[src/rtl/fifo_pkg.sv]
// Shared helpers for the asynchronous FIFO read/write controllers:
// default pointer width, depth calculation and Gray code conversions.
package fifo_pkg;

  localparam int unsigned PTR_WIDTH_DEF = 4;
  localparam int unsigned PTR_MAX_W     = 32;

  // Number of storage entries for a pointer that carries one wrap bit
  function automatic int unsigned fifo_depth(input int unsigned ptr_width);
    return 32'd1 << (ptr_width - 32'd1);
  endfunction

  function automatic logic [PTR_MAX_W-1:0] bin_to_gray(input logic [PTR_MAX_W-1:0] bin);
    return bin ^ (bin >> 1);
  endfunction

  function automatic logic [PTR_MAX_W-1:0] gray_to_bin(input logic [PTR_MAX_W-1:0] gray);
    logic [PTR_MAX_W-1:0] bin;
    bin[PTR_MAX_W-1] = gray[PTR_MAX_W-1];
    for (int i = int'(PTR_MAX_W) - 2; i >= 0; i--) begin
      bin[i] = bin[i+1] ^ gray[i];
    end
    return bin;
  endfunction

endpackage

[src/rtl/gray2bin.sv]
// Parameterised Gray-to-binary converter: each binary bit is the XOR of
// all Gray bits at or above its position.
module gray2bin #(
  parameter int unsigned W = 4
) (
  input  logic [W-1:0] gray_i,
  output logic [W-1:0] bin_o
);

  for (genvar i = 0; i < int'(W); i++) begin : g_bit
    assign bin_o[i] = ^gray_i[W-1:i];
  end

endmodule

[src/rtl/fifo_rd.sv]
// Read-side controller of the asynchronous FIFO (read clock domain).
// Optional sticky underflow flag enabled by FIFO_RD_UNDERFLOW_CHK_EN.
module fifo_rd
  import fifo_pkg::*;
#(
  parameter int unsigned PTR_WIDTH = PTR_WIDTH_DEF,
  parameter int unsigned AE_THRESH = 2
) (
  input  logic                 r_clk,
  input  logic                 r_rst,
  input  logic                 r_inc,
  input  logic [PTR_WIDTH-1:0] rq2_wptr,
  output logic [PTR_WIDTH-2:0] r_addr,
  output logic [PTR_WIDTH-1:0] r_ptr,
  output logic                 r_empty,
  output logic [PTR_WIDTH-1:0] r_level,
  output logic                 r_almost_empty,
  output logic                 r_underflow
);

  localparam int unsigned DEPTH = fifo_depth(PTR_WIDTH);

  if (AE_THRESH > DEPTH) begin : g_bad_thresh
    $error("fifo_rd: AE_THRESH exceeds FIFO depth");
  end

  logic [PTR_WIDTH-1:0] rbin_q, rbin_d;
  logic [PTR_WIDTH-1:0] rgray_q, rgray_d;
  logic [PTR_WIDTH-1:0] level_q, level_d;
  logic                 empty_q, empty_d;
  logic                 ae_q, ae_d;
  logic [PTR_WIDTH-1:0] wbin_s;
  logic                 rd_en;

  gray2bin #(.W(PTR_WIDTH)) u_wptr_g2b (
    .gray_i (rq2_wptr),
    .bin_o  (wbin_s)
  );

  // Pointer advance and status computed from the post-pop pointer
  always_comb begin
    rd_en   = r_inc & ~empty_q;
    rbin_d  = rbin_q + PTR_WIDTH'(rd_en);
    rgray_d = PTR_WIDTH'(bin_to_gray(PTR_MAX_W'(rbin_d)));
    level_d = wbin_s - rbin_d;
    empty_d = (rgray_d == rq2_wptr);
    ae_d    = (level_d <= PTR_WIDTH'(AE_THRESH));
  end

  always_ff @(posedge r_clk) begin
    if (r_rst) begin
      rbin_q  <= '0;
      rgray_q <= '0;
      level_q <= '0;
      empty_q <= 1'b1;
      ae_q    <= 1'b1;
    end else begin
      rbin_q  <= rbin_d;
      rgray_q <= rgray_d;
      level_q <= level_d;
      empty_q <= empty_d;
      ae_q    <= ae_d;
    end
  end

  assign r_addr         = rbin_q[PTR_WIDTH-2:0];
  assign r_ptr          = rgray_q;
  assign r_empty        = empty_q;
  assign r_level        = level_q;
  assign r_almost_empty = ae_q;

`ifdef FIFO_RD_UNDERFLOW_CHK_EN
  logic underflow_q, underflow_d;

  // Sticky: any pop attempted while empty, cleared only by reset
  always_comb begin
    underflow_d = underflow_q | (r_inc & empty_q);
  end

  always_ff @(posedge r_clk) begin
    if (r_rst) begin
      underflow_q <= 1'b0;
    end else begin
      underflow_q <= underflow_d;
    end
  end

  assign r_underflow = underflow_q;
`else
  assign r_underflow = 1'b0;
`endif

endmodule

[config.mk]
export PLATFORM = sky130hd
export DESIGN_NAME = fifo_rd
export DESIGN_NICKNAME = d
export VERILOG_FILES = /design/src/rtl/fifo_pkg.sv /design/src/rtl/gray2bin.sv /design/src/rtl/fifo_rd.sv
export SDC_FILE = /design/constraint.sdc
export NUM_CORES = 1
export LEC_CHECK = 0
export BUFFER_PORTS_ARGS = -buffer_cell sky130_fd_sc_hd__buf_2
export CAP_MARGIN = 30
export CORE_ASPECT_RATIO = 0.9
export CORE_MARGIN = 2
export CORE_UTILIZATION = 43
export DETAILED_ROUTE_END_ITERATION = 16
export HOLD_SLACK_MARGIN = 0.12
export PLACE_DENSITY = 0.69
export SETUP_SLACK_MARGIN = 0.05
export SYNTH_ARGS = -nofsm -noshare
export SYNTH_HDL_FRONTEND = slang
export SYNTH_SLANG_ARGS = --single-unit
[constraint.sdc]
create_clock -name r_clk -period 2.5 [get_ports r_clk]
set_input_delay 0.375 -clock r_clk [delete_from_list [all_inputs] [get_ports r_clk]]
set_output_delay 0.375 -clock r_clk [all_outputs]
set_load 0.02 [all_outputs]
==> results.json <==
{
  "p_sw_mw": 0.169,
  "powerDensity_nw_per_um2": 604,
  "place_ws_ns": -0.0472,
  "dp.cells": 106,
  "syn_avg_cell_area_um2": 9.67,
  "cp-end-kind": "flip-flop",
  "num_rows": 13,
  "grt_pass1_wl_um": 2150,
  "hold_buffers": 0,
  "synth_top_cell_by_area": "dfxtp_1",
  "initial_core_util_pct": 46.2,
  "swShare_pct": 31.1,
  "clkPwrFrac_pct": 23.9,
  "cts_tree": "yes",
  "firstDrtPassIters": 1,
  "critical_path_required_ns": 2.70,
  "ant_nets": 0,
  "power.internal_mw": 0.374,
  "nets": 109,
  "synthToLayoutAreaGrowth_pct": 32.7,
  "cts_root_buf": "clkbuf_4",
  "fin_setup_tns_ns": 0,
  "numCtsBuffers": 3,
  "maxCapViolations": 0,
  "num_vias": 539,
  "layout_setup_ws_ns": 0.144,
  "antennaDiodeCount": 0,
  "fin_crit_sh_pct": 94.3,
  "final_common_cell": "buf_2",
  "via_per_inst": 4.86,
  "pwr-share-seq_pct": 43.6,
  "ys_warn_count": 0,
  "cellLeakagePower_nw": 0.412,
  "grt.total_usage_pct": 15.6,
  "ys_seq_area_share_pct": 38.4,
  "combinationalPowerShare_pct": 32.6,
  "die_w_um": 45.8,
  "syn-num-nets": 82,
  "worstSetupStartpointType": "flip-flop",
  "synth_cell_types": 24,
  "hold_viol": 0,
  "wl_per_cell_um": 11.4,
  "cp_max_fo": 4,
  "port_buffers": 19,
  "grt_pass1_vias": 514,
  "seqCellArea_um2": 262,
  "arrival_ns": 2.56,
  "grt_overflow": 0,
  "synthCells": 70,
  "ioPinCount": 21,
  "antenna_found_initial": 0,
  "power_mw": 0.543,
  "drc": 0,
  "cts_sinks": 13,
  "maxSlewViolCount": 0,
  "hold_path.class": "input port to flip-flop",
  "finalNonFillerCells": 111,
  "period_minus_slack_ns": 2.36,
  "cts-htree-levels": 1,
  "ir_drop_mv": 0.348,
  "fp.dieArea_um2": 1910,
  "core_um2": 1460,
  "synth_area_leaders": "dfxtp_1 (38%), xnor2_1 (10%), ha_1 (9.2%)",
  "final-setup-viol-count": 0,
  "finalClockSkew_ns": 0.00222,
  "status": "finished, final reports clean",
  "ff2ff_setup_slack_ns": 0.14,
  "fillers": 130,
  "multi_input_area_um2": 444,
  "rsz0062_at_grt": "yes",
  "synth_seq_cells": 13,
  "drt-total-wl_um": 1260,
  "grt_max_degree": 13,
  "die_h_um": 41.6,
  "fmax_mhz": 424,
  "drive_gt1_share_pct": 42.7,
  "synth_top_area_share_pct": 38.4,
  "layout_common_cells": "buf_2 (19), dfxtp_1 (12), xnor2_1 (8), nor2_1 (8)",
  "crit_type": "flip-flop to flip-flop",
  "cts.clk_slew.worst_paths_ns": 0.08,
  "synth_area_um2": 677,
  "globalplace.congestion": 0.768,
  "drt_iter0_markers": 0,
  "dp_hpwl_um": 955,
  "clk_latency_ns": 0.28,
  "cts_buffer_depth": 2
}
cell families after synthesis:
| logic type | Yosys count | synth area share (%) |
|---|---|---|
| xor gates and xnor gates | 16 | 23.3 |
| AOI/OAI and AO/OA | 7 | 8.50 |
| DFF | 13 | 38.4 |
| buffers and inverters | 5 | 3.51 |
| other | 1 | 0.554 |
| and+or+nand+nor | 23 | 16.5 |
| adders and majority gates | 5 | 9.24 |
cell type report:
cell class | instances | area share (%)
flip-flops and latches | 13 | 29.1
multi-input cells | 52 | 49.4
clock buffers | 4 | 2.92
repair buffers | 25 | 15.6
well taps | 15 | 2.09
inverters | 2 | 0.836
power groups by stage:
stage	Sequential, mW	Combinational, mW	Clock, mW
floorplan	0.272	0.0909	0
global placement	0.242	0.168	0
detailed placement	0.241	0.170	0
CTS	0.236	0.171	0.136
global route	0.239	0.198	0.148
finish	0.236	0.177	0.129
per-stage QoR:
stage                     area, um2  util, %  hold slack (ns)
after floorplan                 703        -            0.463
after global placement          838     57.3            0.583
after detailed placement        838     57.3            0.599
after CTS                       865     59.1            0.407
after global routing            898     61.4            0.418
final                           898     61.4            0.413
final timing paths:
kind	to	cells after the start	startpoint
setup / recovery	r_almost_empty	11	r_empty
hold / removal	rbin_q[3]	2	r_rst
setup reg to reg	r_almost_empty	11	r_empty
hold reg to reg	rbin_q[3]	2	rbin_q[3]
worst max-delay path, cell delays in order, from the launching register on:
cell and delay (ns):
dfxtp_2 0.32, nor2b_1 0.11, ha_2 0.22, ha_4 0.15, xor2_2 0.17, inv_2 0.07, ha_4 0.28, nand2_2 0.04
or3b_4 0.39, and3_4 0.19, o21ba_4 0.21, a211oi_2 0.12
routing by layer:
metal	global-route usage (%)	routed length (um)	share of wire, %	vias up
met5	0	0	0	-
met4	3.43	12	0.95	0
met3	7.83	80	6.3	3
met2	22.8	618	49	18
met1	20.5	552	44	243
li1	-	-	-	275
sequential cells by signal (all words and copies together) (netlist names):
name,count
r_ptr,3
r_empty,1
rbin_q,4
r_level,4
r_almost_empty,1
synth_stat cells:
cell and n:
dfxtp_1 13, a311oi_1 1, conb_1 1, nor3b_1 1
inv_1 2, clkbuf_1 1, a31o_2 1, o21ai_0 1
xnor2_1 8, and3_1 1, a211oi_2 1, ha_1 5
nand2_1 6, o21bai_1 1, nor2b_1 5, xnor3_4 1
a21oi_1 1, nor2_1 8, o21ba_1 1, nand3_1 1
or3b_1 1, buf_4 1, xor2_1 7, buf_2 1
what timing repair did:
| item | in CTS | in global routing |
|---|---|---|
| buffers inserted | 0 | 1 |
| gates resized for setup | 0 | 6 |
| setup endpoints to repair | 0 | 1 |
No activity file was read; power rests on OpenSTA's default activity.
